===== src/rtl/split_rr_pkg.sv =====
// Shared types and helpers for the round-robin stream splitter.
package split_rr_pkg;

    // Distribution mode of the write side.
    typedef enum logic {
        MODE_DEINTERLEAVE = 1'b0,
        MODE_BROADCAST    = 1'b1
    } mode_e;

    // Counter width for a modulus n; a single-state counter still gets one bit.
    function automatic int cnt_width(input int n);
        return (n > 1) ? $clog2(n) : 1;
    endfunction

endpackage


===== src/rtl/split_fifo.sv =====
// Per-channel synchronous FIFO with a registered data/nd output stage.
// A pop moves the head word into dout and pulses dout_nd on the next cycle;
// dout holds its last value otherwise.
module split_fifo #(
    parameter int WDTH      = 32,
    parameter int DEPTH     = 8,
    parameter int LOG_DEPTH = 3
) (
    input  logic            clk,
    input  logic            rst_n,
    input  logic            push,
    input  logic [WDTH-1:0] din,
    input  logic            pop_req,
    output logic            full,
    output logic            empty,
    output logic [WDTH-1:0] dout,
    output logic            dout_nd
);

    logic [WDTH-1:0]    mem [DEPTH];
    logic [LOG_DEPTH:0] wr_ptr;
    logic [LOG_DEPTH:0] rd_ptr;
    logic               pop;
    logic               wr_en;

    // The extra pointer MSB distinguishes full from empty when the indices match.
    assign empty = (wr_ptr == rd_ptr);
    assign full  = (wr_ptr[LOG_DEPTH] != rd_ptr[LOG_DEPTH]) &&
                   (wr_ptr[LOG_DEPTH-1:0] == rd_ptr[LOG_DEPTH-1:0]);
    assign pop   = pop_req && !empty;
    // A push into a full FIFO is still taken when a pop frees the slot in the same cycle.
    assign wr_en = push && (!full || pop);

    // Read/write pointer update.
    always_ff @(posedge clk) begin
        // NOTE: sequential state uses non-blocking assignments so every register
        // samples pre-edge values, independent of statement order.
        if (!rst_n) begin
            wr_ptr <= '0;
            rd_ptr <= '0;
        end else begin
            if (wr_en) wr_ptr <= wr_ptr + 1'b1;
            if (pop)   rd_ptr <= rd_ptr + 1'b1;
        end
    end

    // Storage write.
    always_ff @(posedge clk) begin
        // NOTE: the storage array is deliberately not reset; the pointers alone
        // define which entries are valid, and a reset-free array maps to RAM.
        if (wr_en) mem[wr_ptr[LOG_DEPTH-1:0]] <= din;
    end

    // Registered output stage: one-cycle nd pulse per popped word.
    always_ff @(posedge clk) begin
        if (!rst_n) begin
            dout    <= '0;
            dout_nd <= 1'b0;
        end else begin
            dout_nd <= pop;
            if (pop) dout <= mem[rd_ptr[LOG_DEPTH-1:0]];
        end
    end

endmodule


===== src/rtl/split_rr.sv =====
// Round-robin stream splitter: distributes an nd-qualified stream over N_CHAN
// channels, GROUP samples per channel, or broadcasts every sample to all channels.
// Each channel is buffered by its own FIFO and drained under out_ready.
module split_rr
    import split_rr_pkg::*;
#(
    parameter int WDTH      = 32,
    parameter int N_CHAN    = 2,
    parameter int GROUP     = 1,
    parameter int DEPTH     = 8,
    parameter int LOG_DEPTH = 3
) (
    input  logic                   clk,
    input  logic                   rst_n,
    input  logic                   mode,
    input  logic                   sync,
    input  logic [WDTH-1:0]        in_data,
    input  logic                   in_nd,
    input  logic [N_CHAN-1:0]      out_ready,
    output logic [N_CHAN*WDTH-1:0] out_data,
    output logic [N_CHAN-1:0]      out_nd,
    output logic                   error
);

    localparam int CW = cnt_width(N_CHAN);
    localparam int GW = cnt_width(GROUP);
    localparam logic [CW-1:0] CHAN_LAST = CW'(N_CHAN - 1);
    localparam logic [GW-1:0] GRP_LAST  = GW'(GROUP - 1);

    logic [CW-1:0]     chan_q;
    logic [CW-1:0]     chan_d;
    logic [CW-1:0]     wr_chan;
    logic [GW-1:0]     grp_q;
    logic [GW-1:0]     grp_d;
    logic [GW-1:0]     wr_grp;
    mode_e             mode_q;
    mode_e             mode_eff;
    logic              frame_start;
    logic [N_CHAN-1:0] push;
    logic [N_CHAN-1:0] drop;
    logic [N_CHAN-1:0] fifo_full;
    logic [N_CHAN-1:0] fifo_empty;

    // Write position, mode selection and counter advance for this cycle.
    always_comb begin
        // NOTE: every output of this block gets a default first, so no path
        // leaves a variable unassigned and no latch is inferred.
        wr_chan     = sync ? '0 : chan_q;
        wr_grp      = sync ? '0 : grp_q;
        frame_start = (wr_chan == '0) && (wr_grp == '0);
        // A new mode only takes effect at a frame boundary, keeping frames whole.
        mode_eff    = frame_start ? mode_e'(mode) : mode_q;
        chan_d      = wr_chan;
        grp_d       = wr_grp;
        if (in_nd) begin
            // Counters advance in both modes (and on drops) so alignment is never lost.
            if (wr_grp == GRP_LAST) begin
                grp_d  = '0;
                chan_d = (wr_chan == CHAN_LAST) ? '0 : wr_chan + 1'b1;
            end else begin
                grp_d  = wr_grp + 1'b1;
            end
        end
    end

    // Write decode and overflow detection per channel.
    always_comb begin
        push = '0;
        drop = '0;
        for (int i = 0; i < N_CHAN; i++) begin
            push[i] = in_nd && ((mode_eff == MODE_BROADCAST) || (wr_chan == CW'(i)));
            drop[i] = push[i] && fifo_full[i] && !(out_ready[i] && !fifo_empty[i]);
        end
    end

    // Position counters, mode latch and sticky overflow flag.
    always_ff @(posedge clk) begin
        if (!rst_n) begin
            chan_q <= '0;
            grp_q  <= '0;
            mode_q <= mode_e'(mode);
            error  <= 1'b0;
        end else begin
            chan_q <= chan_d;
            grp_q  <= grp_d;
            mode_q <= mode_eff;
            if (|drop) error <= 1'b1;
        end
    end

    for (genvar c = 0; c < N_CHAN; c++) begin : g_chan
        split_fifo #(
            .WDTH      (WDTH),
            .DEPTH     (DEPTH),
            .LOG_DEPTH (LOG_DEPTH)
        ) u_fifo (
            .clk     (clk),
            .rst_n   (rst_n),
            .push    (push[c]),
            .din     (in_data),
            .pop_req (out_ready[c]),
            .full    (fifo_full[c]),
            .empty   (fifo_empty[c]),
            .dout    (out_data[c*WDTH +: WDTH]),
            .dout_nd (out_nd[c])
        );
    end

endmodule


===== config.mk =====
export PLATFORM = sky130hd
export DESIGN_NAME = split_rr
export DESIGN_NICKNAME = d
export VERILOG_FILES = /design/src/rtl/split_rr_pkg.sv /design/src/rtl/split_fifo.sv /design/src/rtl/split_rr.sv
export SDC_FILE = /design/constraint.sdc
export NUM_CORES = 1
export LEC_CHECK = 0
export ABC_CLOCK_PERIOD_IN_PS = 14900
export CORE_MARGIN = 2
export CORE_UTILIZATION = 45
export DETAILED_ROUTE_END_ITERATION = 12
export PLACE_DENSITY_LB_ADDON = 0.1
export SYNTH_ARGS = -nofsm -noshare
export SYNTH_HDL_FRONTEND = slang
export SYNTH_HIERARCHICAL = 1
export SYNTH_SLANG_ARGS = --single-unit
export TNS_END_PERCENT = 30

===== constraint.sdc =====
create_clock -name clk -period 14.9 [get_ports clk]
set_clock_uncertainty 0.1 [all_clocks]
set_input_delay 3.725 -clock clk [delete_from_list [all_inputs] [get_ports clk]]
set_output_delay 3.725 -clock clk [all_outputs]
set_load 0.01 [all_outputs]

# Word-level counts from Yosys, hierarchy flattened
# Memories as Yosys holds them, arrays and structs flattened. A register that Yosys moved wholly into a read port is not among the register bits.
# Index checks and enable logic that the tools add are counted.
[classes]
n_addsub = 6
n_eq_ne = 6
mux = 13
bitwise_logic = 2
reduce_logical = 26
[op_table]
columns = ["op", "count"]
rows = [
  ["adder 4 x 1 -> 4 bit (second input constant)", 4],
  ["logical AND 1 bit", 13],
  ["two-way mux 1 bit", 13],
  ["equality test 4 bit", 2],
  ["logical NOT 1 bit", 8],
  ["equality test 3 bit", 2],
  ["logical OR 1 bit", 4],
  ["adder 1 bit (second input constant)", 2],
  ["!= test 1 bit", 2],
  ["inverter 1 bit", 2],
  ["OR reduction 2 bit", 1],
]
[totals]
reg_bits = 22
ramBits = 512
input_bits = 39
out_inout_bits = 67
word_cells = 65
memories = 2
[mem_list]
columns = ["memory", "depth", "word_bits", "read_ports", "rd_ports_with_merged_regs", "write_ports", "line", "source"]
rows = [
  ["g_chan[0].u_fifo.mem", 8, 32, 1, 1, 1, "split_fifo.sv:20", "logic [WDTH-1:0] mem [DEPTH];"],
  ["g_chan[1].u_fifo.mem", 8, 32, 1, 1, 1, "split_fifo.sv:20", ""],
]

# Longest topological paths before layout
# Gate-level depths: netlist of the first run.
[logic_depth]
ltp_word = 9
depth_mapped = 8
ltp_nobuf = 8

# Cells and area by module
# The synthesis of the first run kept the hierarchy.
[modules_own_cells]
columns = ["mod", "n_inst", "cells_each", "area_per_inst_um2", "seq_area_each_um2"]
rows = [
  ["split_fifo at g_chan[0].u_fifo", 1, 560, 11314.6, 8508.2],
  ["split_fifo at g_chan[1].u_fifo", 1, 565, 11111.9, 8508.2],
  ["split_rr", 1, 25, 236.5, 80.1],
]

# Worst setup path after synthesis of the first run
# Ideal clock, no wire load.
[synth_timing]
path_type = "input port to flip-flop"
from = "input sync"
to = "memory g_chan[0].u_fifo.mem[1][0], enable pin"
setup_ns = 0.513
arrival_time_ns = 8.079
required_time_ns = 14.287
path_slack_ns = 6.208
stages = 7
path_buffers = 0
path_cell_list = "nor2b_1 > inv_2 > ha_1 > mux2_4 > o21a_1 > o21ai_2 > nor4b_1"
[synth_via]
elab_chain_cells = 9
word_cells_on_any_way = 11
cone_classes = "mux (5); bitwise (2); reduce/logical (4)"
[synth_rtl]
columns = ["element", "line", "source"]
rows = [
  ["start: declaration", "split_rr.sv:16", "input logic sync,"],
  ["two-way mux 1 bit, on equally long branches", "split_rr.sv:48, split_rr.sv:49", ""],
  ["inverter 1 bit, on equally long branches", "n/a", ""],
  ["logical AND 1 bit", "split_rr.sv:50", "frame_start = (wr_chan == '0) && (wr_grp == '0);"],
  ["two-way mux 1 bit", "split_rr.sv:52", "mode_eff = frame_start ? mode_e'(mode) : mode_q;"],
  ["logical OR 1 bit (*)", "split_rr.sv:71", "push[i] = in_nd && ((mode_eff == MODE_BROADCAST) || (wr_chan == CW'(i)));"],
  ["logical AND 1 bit (*)", "split_rr.sv:71", ""],
  ["via push[0]", "split_rr.sv:39", "logic [N_CHAN-1:0] push;"],
  ["logical AND 1 bit (*)", "split_fifo.sv:32", "assign wr_en = push && (!full || pop);"],
  ["two-way mux 1 bit (*)", "split_fifo.sv:51", "if (wr_en) mem[wr_ptr[LOG_DEPTH-1:0]] <= din;"],
  ["two-way mux 1 bit (implied by the code) (*)", "split_fifo.sv:51", ""],
  ["end: declaration", "split_fifo.sv:20", ""],
]
# Mark *: on every way through the listed nets, which the timed path passes. The rest lies on a longest branch.

# Final worst setup path of the first run
[layout_timing]
from = "input sync"
to = "memory g_chan[0].u_fifo.mem[5][0], enable pin"
# Same word-level chain as after synthesis.

==> results of run 1 <==
[metrics by stage]
stage	cell area, um2	hold slack (ns)
6_report	26600	0.355
5_1_grt	26600	0.372
3_5_place_dp	24500	0.348
3_3_place_gp	24500	0.352
4_1_cts	26600	0.361
2_1_floorplan	22700	0.334
[kinds of logic after synthesis]
kind of cell | after synthesis | synth area share, %
adder cells (fa/ha/maj) | 5 | 0.276
multiplexers | 172 | 15.1
flip-flops | 598 | 75.4
AO/OA/AOI/OAI | 149 | 3.75
AND/OR/NAND/NOR | 134 | 2.68
XOR/XNOR | 12 | 0.563
buffers and inverters | 80 | 2.19
[power by group through the flow]
stage	sequential (uW)	combinational (uW)	clock, uW
2_1_floorplan	1970	324	0
3_3_place_gp	1980	482	0
3_5_place_dp	1980	483	0
4_1_cts	1950	485	1640
5_1_grt	1960	516	1700
6_report	1940	475	1600
[metal layers]
layer  track usage, %  vias up  routed length (um)
li1                 -     4957                   -
met1             25.8     5821               21600
met2             30.8      245               23100
met3             2.88       59                2050
met4             4.84        0                 835
met5                0        -                   0
[worst min-delay path, stage by stage, from the launching register on]
cell,delay [ns]
sky130_fd_sc_hd__dfxtp_1,0.32
sky130_fd_sc_hd__nand2_1,0.05
sky130_fd_sc_hd__nand4_1,0.05
[cell usage after synthesis, types with 2 or more instances]
library cell	instances	area share (%)
sky130_fd_sc_hd__o21ai_2	2	0.077
sky130_fd_sc_hd__nor2_1	10	0.17
sky130_fd_sc_hd__nand4_1	10	0.28
sky130_fd_sc_hd__buf_4	8	0.27
sky130_fd_sc_hd__o21a_1	4	0.13
sky130_fd_sc_hd__o21ai_1	8	0.18
sky130_fd_sc_hd__nor4_1	5	0.14
sky130_fd_sc_hd__a211oi_1	2	0.066
sky130_fd_sc_hd__clkinv_1	2	0.033
sky130_fd_sc_hd__edfxtp_1	512	68
sky130_fd_sc_hd__buf_1	3	0.050
sky130_fd_sc_hd__nor4b_1	2	0.077
sky130_fd_sc_hd__mux4_1	25	2.9
sky130_fd_sc_hd__buf_2	28	0.62
sky130_fd_sc_hd__o211ai_1	3	0.099
sky130_fd_sc_hd__inv_2	2	0.033
sky130_fd_sc_hd__a31oi_1	33	0.91
sky130_fd_sc_hd__buf_6	10	0.50
sky130_fd_sc_hd__xor2_1	2	0.077
sky130_fd_sc_hd__a311o_1	2	0.088
sky130_fd_sc_hd__a21oi_1	37	0.82
sky130_fd_sc_hd__nand2b_1	11	0.30
sky130_fd_sc_hd__ha_1	5	0.28
sky130_fd_sc_hd__mux4_2	103	10
sky130_fd_sc_hd__inv_1	8	0.13
sky130_fd_sc_hd__a41oi_2	2	0.14
sky130_fd_sc_hd__nand3_1	2	0.044
sky130_fd_sc_hd__mux2i_1	42	1.9
sky130_fd_sc_hd__xnor2_2	3	0.22
sky130_fd_sc_hd__xnor2_1	7	0.27
sky130_fd_sc_hd__clkbuf_4	3	0.099
sky130_fd_sc_hd__o21ai_0	56	1.2
sky130_fd_sc_hd__dfxtp_1	86	7.6
sky130_fd_sc_hd__nand2_1	80	1.3
sky130_fd_sc_hd__and3_1	4	0.11
sky130_fd_sc_hd__clkbuf_1	12	0.20
sky130_fd_sc_hd__nor3_1	7	0.15
[layout make-up]
type                            count  area (um2)
Multi-Input combinational cell    472        5200
Clock inverter                     44         515
Tap cell                          672         841
Antenna cell                        1        2.50
Inverter                           12        45.0
Timing Repair Buffer              139        1300
Fill cell                        3962       23300
Clock buffer                       72        1610
Sequential cell                   598       17100
[worst max-delay path by stage]
stage                     startpoint  slack [ns]                                    to  cells after the start
after CTS                       sync        8.35  g_chan[0].u_fifo/mem[5][3]$_DFFE_PP_                      9
after floorplan                 sync        6.21  g_chan[0].u_fifo/mem[1][0]$_DFFE_PP_                      7
after detailed placement        sync        7.68  g_chan[0].u_fifo/mem[5][0]$_DFFE_PP_                      9
final                           sync        8.32  g_chan[0].u_fifo/mem[5][0]$_DFFE_PP_                      9
after global routing            sync        8.08  g_chan[0].u_fifo/mem[5][0]$_DFFE_PP_                      9
after global placement          sync        7.80  g_chan[0].u_fifo/mem[5][5]$_DFFE_PP_                      9
[layout by cell type, fill, tap and decap left out, types with 9 or more instances in the layout]
| cell | count |
|---|---|
| sky130_fd_sc_hd__buf_4 | 35 |
| sky130_fd_sc_hd__clkdlybuf4s50_1 | 104 |
| sky130_fd_sc_hd__clkinv_1 | 17 |
| sky130_fd_sc_hd__bufinv_16 | 12 |
| sky130_fd_sc_hd__nand2b_1 | 11 |
| sky130_fd_sc_hd__nand2_1 | 80 |
| sky130_fd_sc_hd__clkbuf_1 | 9 |
| sky130_fd_sc_hd__nand4_1 | 10 |
| sky130_fd_sc_hd__clkbuf_16 | 63 |
| sky130_fd_sc_hd__mux4_2 | 103 |
| sky130_fd_sc_hd__o21ai_0 | 56 |
| sky130_fd_sc_hd__mux2i_1 | 42 |
| sky130_fd_sc_hd__mux4_1 | 25 |
| sky130_fd_sc_hd__clkinv_2 | 12 |
| sky130_fd_sc_hd__edfxtp_1 | 512 |
| sky130_fd_sc_hd__a31oi_1 | 33 |
| sky130_fd_sc_hd__dfxtp_1 | 82 |
| sky130_fd_sc_hd__a21oi_1 | 35 |
[state kept, by name, indices dropped and copies added, names as in the netlist]
name,cells
g_chan.u_fifo/dout,64
g_chan.u_fifo/wr_ptr,8
mode_q,1
g_chan.u_fifo/rd_ptr,8
error,1
grp_q,1
g_chan.u_fifo/mem,512
g_chan.u_fifo/dout_nd,2
chan_q,1
==> impl_summary.txt, run 1 <==
----------------------------------------------------
[Outcome]
  Status ... finished, final reports clean

[Clock network]
  Post-CTS Hold Fix Bufs ... 0
  Worst-Skew Late Latency ... 0.61 ns
  Post_cts resized ... 0
  TritonCTS clock tree ... built
  Clock root buffer ... sky130_fd_sc_hd__clkbuf_16
  Buffers from clock root to sink, at most ... 3
  Clk sink count ... 598
  Max H-tree Level ... 2
  Setup repair bufs after CTS ... 0
  Clock transition at the registers of the reported paths ... 0.06 ns
  Num CTS Buffers ... 61

[Place]
  RD Place Congestion ... 0.700
  Place WS ... 7.68 ns
  Placed instance count ... 1893
  Number of port buffers ... 105
  HPWL reported at the end of detailed placement ... 26600 um

[Logic synthesis]
  Flip-flop and latch count after synthesis ... 598
  Proportion of synthesized flip-flops having asynchronous set or reset ... 0%
  Post-Synthesis Net Count ... 1194
  Cells after synthesis ... 1150
  Most frequently used flop master after synthesis ... sky130_fd_sc_hd__edfxtp_1
  Yosys cell types ... 46
  Syn_area_per_cell ... 19.7 um2
  Count of flip-flops with a built-in enable after synthesis ... 512
  Register area share after synthesis ... 75.4%
  Netlist area before placement ... 22700 um2
  Warnings, synthesis ... 6

[Floorplan]
  Starting Density ... 45.4%
  Count of boundary I/O pins ... 106
  Std-Cell Core Area ... 50000 um2
  Horizontal extent of the die ... 228 um
  Number of rows created at floorplan ... 82
  Die extent in y ... 228 um
  Die Outline Area ... 52200 um2

[Detailed routing]
  DRT Wirelength ... 47600 um
  Residual DRC ... 0
  Number of iterations in the first detailed-routing pass ... 5
  First-iteration detailed-routing DRC count ... 854
  Post-DR wirelength/cell ... 23.7 um
  DRT antenna net count ... 0
  Total via count after detailed routing ... 11082
  Post-DR vias/cell ... 5.51

[Min path]
  Terminating pin of the worst hold path ... error$_SDFFE_PN0P_
  Hold Crit Class ... flop to flop
  Hold path cells ... 2
  Critical hold path startpoint ... error$_SDFFE_PN0P_

[GRT]
  Combined global-route utilization of all metal layers ... 18.6%
  Antenna violations before repair ... 5
  Largest net degree at the start of global routing ... 72
  Vias in the first global route ... 11564
  GRT overflow ... 0
  Global-route wire length before repair ... 72300 um

[Power and ir drop]
  Internal Power ... 3110 uW
  Power dissipated by switching net loads ... 909 uW
  Maximum ir drop on the vdd rail ... 104 uV
  Leakage power of the design ... 0.00869 uW
  Part of the power in registers ... 48.4%
  Power share of the clock group ... 39.8%
  Total power ... 4020 uW
  Power per standard cell area ... 151 nW/um2
  Switch share ... 22.6%
  Part of the power in combinational logic ... 11.8%

[STA]
  Setup Total Neg Slack ... 0 ns
  Worst setup margin ... 8.32 ns
  RSZ-0062 raised after global routing ... false
  Final Max Tran Viols ... 0
  Slew at the pin with the worst max-slew slack ... 1.04 ns
  Headroom to the max-slew limit ... 30.2%
  Peak Freq ... 0.152 GHz
  Post-route fraction of the period consumed by the critical path ... 44.1%
  Final critical path time including I/O delays and setup ... 6.58 ns
  Finish-stage setup viols ... 0
  Hold Vio Cnt, Final ... 0

[Worst setup path]
  Setup slack of the most critical reg-to-reg path ... 11.56 ns
  Cells traversed along the worst timing path ... clkdlybuf4s50_1, nor2b_1, inv_2, ha_1, mux2_4, o21a_1, o21ai_2, nor4b_2, buf_4
  Highest fanout seen on the critical path ... 25
  Maximum single-stage delay on the critical path ... 0.88 ns
  WP data arrival ... 6.74 ns
  Worst reg2reg startpoint ... chan_q$_SDFF_PN0_
  Required time reported for the critical path endpoint ... 15.06 ns
  Critical path type ... input port to flop
  Reg-to-reg endpoint ... g_chan[0].u_fifo/mem[5][0]$_DFFE_PP_
  Count of buffer and inverter cells on the critical path ... 3
  Length in cells of the worst reg-to-reg path ... 8
  Category of cells accounting for the largest share of critical-path delay ... simple AND/OR/NAND/NOR gates
  Library cell contributing the largest single delay on the critical path ... sky130_fd_sc_hd__nor4b_2
  Nature of the critical path startpoint ... input port
  Critical Path Sink Type ... flop

[Finish]
  Nets ... 1328
  Relative area change from synthesis to final layout ... 17.5%
  Post-Route Utilization ... 53.3%
  Fraction of layout instances using a drive strength above 1 ... 19.4%
  Non-filler instance count after layout ... 2010

[Flow run]
  Max-cap check violation count ... 0

----------------------------------------------------
Note: power is estimated with default switching activity, not from simulation.
==> inputs of run 2 (changes only) <==
- ABC_CLOCK_PERIOD_IN_PS: 14900 -> 6400
- clock period: 14.9 -> 6.4 ns (I/O delays scaled with it)
==> run 2 against run 1 <==
Compared with the run above: worst hold slack worse by 0.0043 ns; setup slack worse by 6.1 ns; utilization decreased by 0.13 points; sequential share of layout area increased by 0.15 points; sequential power up 130%; register-to-register slack lost 8.5 ns; largest power group unchanged; clock power rose by 120%; flip-flop and latch count is the same; first-iteration DRC count grew 13%; clock-buffer cell count up 11.
==> impl_summary.txt, run 2 (synthesized netlist as in run 1, its figures left out) <==
----------------------------------------------------
[Outcome]
  Status ... finished, final reports clean

[Power and ir drop]
  Power share of the clock group ... 38.8%
  Power per standard cell area ... 346 nW/um2
  Leakage power of the design ... 0.00867 uW
  Part of the power in combinational logic ... 12.2%
  Switch share ... 22.9%
  Power dissipated by switching net loads ... 2110 uW
  Part of the power in registers ... 49.0%
  Internal Power ... 7090 uW
  Maximum ir drop on the vdd rail ... 233 uV

[Detailed routing]
  Number of iterations in the first detailed-routing pass ... 5
  Residual DRC ... 0
  Total via count after detailed routing ... 10986
  Post-DR wirelength/cell ... 23.6 um
  DRT antenna net count ... 0
  Post-DR vias/cell ... 5.46
  First-iteration detailed-routing DRC count ... 964
  DRT Wirelength ... 47600 um

[Min path]
  Hold Crit Class ... flop to flop
  Terminating pin of the worst hold path ... error$_SDFFE_PN0P_
  Hold path cells ... 2
  Critical hold path startpoint ... error$_SDFFE_PN0P_

[STA]
  Final critical path time including I/O delays and setup ... 4.20 ns
  Post-route fraction of the period consumed by the critical path ... 65.6%
  Finish-stage setup viols ... 0
  Setup Total Neg Slack ... 0 ns
  Slew at the pin with the worst max-slew slack ... 1.20 ns
  Final Max Tran Viols ... 0
  Hold Vio Cnt, Final ... 0
  Headroom to the max-slew limit ... 20.0%
  RSZ-0062 raised after global routing ... false
  Peak Freq ... 0.238 GHz
  Worst hold-check slack ... 0.350 ns

[Place]
  Cell area reported after detailed placement ... 24500 um2
  Number of port buffers ... 105
  HPWL reported at the end of detailed placement ... 26900 um
  RD Place Congestion ... 0.704

[Worst setup path]
  Worst setup path start ... sync
  Highest fanout seen on the critical path ... 17
  Critical Path Sink Type ... flop
  Length in cells of the worst reg-to-reg path ... 6
  Setup slack of the most critical reg-to-reg path ... 3.09 ns
  Worst reg2reg startpoint ... g_chan[1].u_fifo/rd_ptr[1]$_SDFFE_PN0P_
  Critical path type ... input port to flop
  Reg-to-reg endpoint ... g_chan[1].u_fifo/mem[3][3]$_DFFE_PP_
  WP data arrival ... 4.40 ns
  Nature of the critical path startpoint ... input port
  Required time reported for the critical path endpoint ... 6.60 ns

[Finish]
  Relative area change from synthesis to final layout ... 17.2%
  Area occupied by registers ... 17100 um2
  Top library cells by usage in the layout, fill and taps aside ... sky130_fd_sc_hd__edfxtp_1, sky130_fd_sc_hd__clkdlybuf4s50_1, sky130_fd_sc_hd__mux4_2
  Commonest non-fill, non-tap cell in the layout ... sky130_fd_sc_hd__edfxtp_1
  Nets ... 1330
  Max FFs per register ... 512
  Final-layout fill cell count ... 3953
  Fraction of layout instances using a drive strength above 1 ... 19.9%
  Area of the multi-input gates ... 5200 um2
  Cell area after layout ... 26600 um2

[Clock network]
  Setup repair bufs after CTS ... 0
  Clock root buffer ... sky130_fd_sc_hd__clkbuf_16
  Clock transition at the registers of the reported paths ... 0.06 ns
  TritonCTS clock tree ... built
  Num CTS Buffers ... 61
  Post_cts resized ... 0
  Clk sink count ... 598
  Buffers from clock root to sink, at most ... 3
  Max H-tree Level ... 2
  Worst-Skew Late Latency ... 0.61 ns
  Post-CTS Hold Fix Bufs ... 0

[GRT]
  Antenna violations before repair ... 1
  GRT overflow ... 0
  Global-route wire length before repair ... 72000 um
  Vias in the first global route ... 11417
  Largest net degree at the start of global routing ... 70
  Combined global-route utilization of all metal layers ... 18.5%

[Flow run]
  Max-cap check violation count ... 0

[Floorplan]
  Horizontal extent of the die ... 228 um
  Starting Density ... 45.4%
  Count of boundary I/O pins ... 106
  Die extent in y ... 228 um
  Die Outline Area ... 52200 um2
  Std-Cell Core Area ... 50000 um2
  Number of rows created at floorplan ... 82

----------------------------------------------------
## run 2: critical path, cell delays in order
cell and delay, ns:
sky130_fd_sc_hd__clkdlybuf4s50_1 0.41, sky130_fd_sc_hd__nor2b_1 0.23, sky130_fd_sc_hd__inv_2 0.08, sky130_fd_sc_hd__ha_1 0.21, sky130_fd_sc_hd__mux2_4 0.22, sky130_fd_sc_hd__o21a_1 0.34
sky130_fd_sc_hd__o211ai_1 0.32, sky130_fd_sc_hd__nor2_4 0.59, sky130_fd_sc_hd__buf_4 0.37
## run 2: routing by layer
| metal | up-vias | GRT usage (%) | wire length (um) |
|---|---|---|---|
| met5 | - | 0 | 0 |
| li1 | 4954 | - | - |
| met4 | 0 | 4.84 | 770 |
| met2 | 231 | 29.7 | 22600 |
| met3 | 55 | 2.64 | 1880 |
| met1 | 5746 | 26.9 | 22300 |
## run 2: worst max-delay path by stage
stage / to / depth (start not counted)
3_3_place_gp: g_chan[1].u_fifo/mem[3][2]$_DFFE_PP_ / 9
4_1_cts: g_chan[1].u_fifo/mem[3][2]$_DFFE_PP_ / 9
3_5_place_dp: g_chan[1].u_fifo/mem[3][3]$_DFFE_PP_ / 9
2_1_floorplan: g_chan[0].u_fifo/mem[1][0]$_DFFE_PP_ / 7
5_1_grt: g_chan[1].u_fifo/mem[3][2]$_DFFE_PP_ / 9
6_report: g_chan[1].u_fifo/mem[3][3]$_DFFE_PP_ / 9
## run 2: power groups by stage
stage	Sequential, uW	Combinational (uW)	Clock [uW]
3_3_place_gp	4600	1140	0
3_5_place_dp	4600	1140	0
5_1_grt	4540	1220	3800
6_report	4510	1120	3570
4_1_cts	4520	1150	3650
2_1_floorplan	4580	755	0
## run 2: through the flow
step | instances | power, uW | setup WS, ns | utilization, %
6_report | 2013 | 9200 | 2.20 | 53.2
5_1_grt | 2011 | 9560 | 2.01 | 53.1
4_1_cts | 2011 | 9320 | 2.24 | 53.1
3_5_place_dp | 1895 | 5740 | 1.60 | 49.1
3_3_place_gp | 1895 | 5740 | 1.65 | 49.1
2_1_floorplan | 1150 | 5330 | -0.167 | -
## run 2: cell type report
type,instances,area share (%)
Clock inverter,33,1.22
Sequential cell,598,64.4
Multi-Input combinational cell,472,19.6
Timing Repair Buffer,141,4.97
Clock buffer,83,6.48
Tap cell,672,3.17
Inverter,12,0.170
Antenna cell,2,0.0188
==> inputs of run 3 (changes only) <==
- ABC_CLOCK_PERIOD_IN_PS: 6400 -> 3700
- clock period: 6.4 -> 3.7 ns (I/O delays scaled with it)
==> run 3 against run 2 <==
Compared with the run above: wire length increased by 0.94%; highest routed layer is now met5; critical path depth increased by 1; largest cell class unchanged; die area unchanged; clock-buffer cell count decreased by 14; cell area increased by 0.89%; via count increased by 1.0%; total power increased by 71%; global-route usage increased by 0.20 points; cell count about the same; setup slack got worse by 1.5 ns; critical endpoint is now g_chan[0].u_fifo/mem[1][4]$_DFFE_PP_.
==> impl_summary.txt, run 3 (synthesized netlist as in run 1, its figures left out) <==
----------------------------------------------------
[Floorplan]
  Count of boundary I/O pins ... 106
  Std-Cell Core Area ... 50000 um2
  Die Outline Area ... 52200 um2
  Horizontal extent of the die ... 228 um
  Die extent in y ... 228 um
  Number of rows created at floorplan ... 82
  Starting Density ... 45.4%

[Worst setup path]
  Critical Path Sink Type ... flop
  Highest fanout seen on the critical path ... 12
  Count of buffer and inverter cells on the critical path ... 4
  Length in cells of the worst reg-to-reg path ... 5
  Library cell contributing the largest single delay on the critical path ... sky130_fd_sc_hd__clkdlybuf4s50_1
  Cells traversed along the worst timing path ... clkdlybuf4s50_1, nor2b_1, inv_2, ha_1, mux2_4, o21a_1, o21ai_2, buf_4, nor4b_4, buf_4
  WP data arrival ... 3.22 ns
  Maximum single-stage delay on the critical path ... 0.50 ns
  Reg-to-reg endpoint ... g_chan[1].u_fifo/mem[6][31]$_DFFE_PP_
  Worst reg2reg startpoint ... g_chan[1].u_fifo/wr_ptr[1]$_SDFFE_PN0P_
  Setup slack of the most critical reg-to-reg path ... 1.12 ns
  Nature of the critical path startpoint ... input port
  Required time reported for the critical path endpoint ... 3.91 ns
  Category of cells accounting for the largest share of critical-path delay ... buffers and inverters
  Most prevalent standard cell on the critical path ... sky130_fd_sc_hd__buf_4
  Critical path type ... input port to flop

[Clock network]
  Worst-Skew Late Latency ... 0.61 ns
  Clk sink count ... 598
  Clock root buffer ... sky130_fd_sc_hd__clkbuf_16
  Setup repair bufs after CTS ... 0
  TritonCTS clock tree ... built
  Max H-tree Level ... 2
  Clock transition at the registers of the reported paths ... 0.06 ns
  Post-CTS Hold Fix Bufs ... 0
  Num CTS Buffers ... 60
  Post_cts resized ... 0
  Buffers from clock root to sink, at most ... 3

[Detailed routing]
  DRT antenna net count ... 0
  DRT Wirelength ... 48000 um
  Total via count after detailed routing ... 11100
  First-iteration detailed-routing DRC count ... 1008
  Post-DR vias/cell ... 5.51
  Post-DR wirelength/cell ... 23.9 um
  Number of iterations in the first detailed-routing pass ... 5
  Residual DRC ... 0

[Place]
  RD Place Congestion ... 0.744
  Placed instance count ... 1900
  Cell area reported after detailed placement ... 24900 um2
  Place WS ... 0.0951 ns
  HPWL reported at the end of detailed placement ... 29300 um
  Number of port buffers ... 105

[STA]
  RSZ-0062 raised after global routing ... false
  Hold Vio Cnt, Final ... 0
  Final critical path time including I/O delays and setup ... 3.01 ns
  Worst hold-check slack ... 0.362 ns
  Finish-stage setup viols ... 0
  Slew at the pin with the worst max-slew slack ... 0.986 ns
  Worst setup margin ... 0.690 ns
  Post-route fraction of the period consumed by the critical path ... 81.4%
  Headroom to the max-slew limit ... 34.3%
  Final Max Tran Viols ... 0
  Peak Freq ... 0.332 GHz

[Finish]
  Non-filler instance count after layout ... 2014
  Max FFs per register ... 512
  Top library cells by usage in the layout, fill and taps aside ... sky130_fd_sc_hd__edfxtp_1, sky130_fd_sc_hd__clkdlybuf4s50_1, sky130_fd_sc_hd__mux4_2
  Cell area after layout ... 26800 um2
  Final-layout fill cell count ... 4030
  Fraction of layout instances using a drive strength above 1 ... 19.9%
  Commonest non-fill, non-tap cell in the layout ... sky130_fd_sc_hd__edfxtp_1
  Relative area change from synthesis to final layout ... 18.2%
  Nets ... 1334

[GRT]
  Global-route wire length before repair ... 72700 um
  Antenna violations before repair ... 1
  Vias in the first global route ... 11276
  Met3 Track Usage GR ... 2.84%
  Met2 global-route usage ... 27.5%
  Global routing usage on met1 ... 29.4%
  Combined global-route utilization of all metal layers ... 18.7%
  GRT overflow ... 0
  Most used routing layer ... met1
  Largest net degree at the start of global routing ... 70

[Power and ir drop]
  Total power ... 15700 uW
  Leakage power of the design ... 0.00869 uW
  Power per standard cell area ... 587 nW/um2
  Maximum ir drop on the vdd rail ... 366 uV

[Outcome]
  Status ... finished, final reports clean

[Min path]
  Hold Crit Class ... flop to flop
  Hold path cells ... 1
  Critical hold path startpoint ... mode_q$_DFF_P_
  Terminating pin of the worst hold path ... mode_q$_DFF_P_

[Flow run]
  Max-cap check violation count ... 0

----------------------------------------------------
## run 3: through the flow
stage	setup TNS, ns	util (%)
final	0	53.6
after detailed placement	0	49.8
after global routing	0	53.6
after global placement	0	49.8
after floorplan	-154.85	-
after CTS	0	53.6
## run 3: cell type report
cell class                      count  area, um2  area share [%]
Antenna cell                        1       2.50         0.00934
Clock buffer                       69       1560            5.81
Clock inverter                     44        360            1.34
Inverter                           12       45.0           0.168
Multi-Input combinational cell    472       5290            19.7
Sequential cell                   598      17100            63.8
Tap cell                          672        841            3.14
Timing Repair Buffer              146       1590            5.95
## run 3: worst max-delay path by stage
stage,from,slack (ns),depth (start not counted),endpoint
after detailed placement,sync,0.1,10,g_chan[0].u_fifo/mem[1][5]$_DFFE_PP_
after CTS,sync,0.75,10,g_chan[0].u_fifo/mem[1][2]$_DFFE_PP_
after floorplan,sync,-0.62,7,g_chan[0].u_fifo/mem[1][0]$_DFFE_PP_
after global routing,sync,0.56,10,g_chan[0].u_fifo/mem[1][5]$_DFFE_PP_
after global placement,sync,0.08,10,g_chan[0].u_fifo/mem[1][0]$_DFFE_PP_
final,sync,0.69,10,g_chan[0].u_fifo/mem[1][4]$_DFFE_PP_
## run 3: power by group
group          leakage (uW)  total [uW]  switching [uW]  internal [uW]
clock network      0.000937        5870            2510           3360
logic               0.00241        2070            1030           1040
registers           0.00535        7790             180           7610
## run 3: routing by layer
metal	share of wire, %	wire, um
met4	1.5	739
met2	45	21600
met1	48	23100
met3	5.5	2670
met5	0.033	16
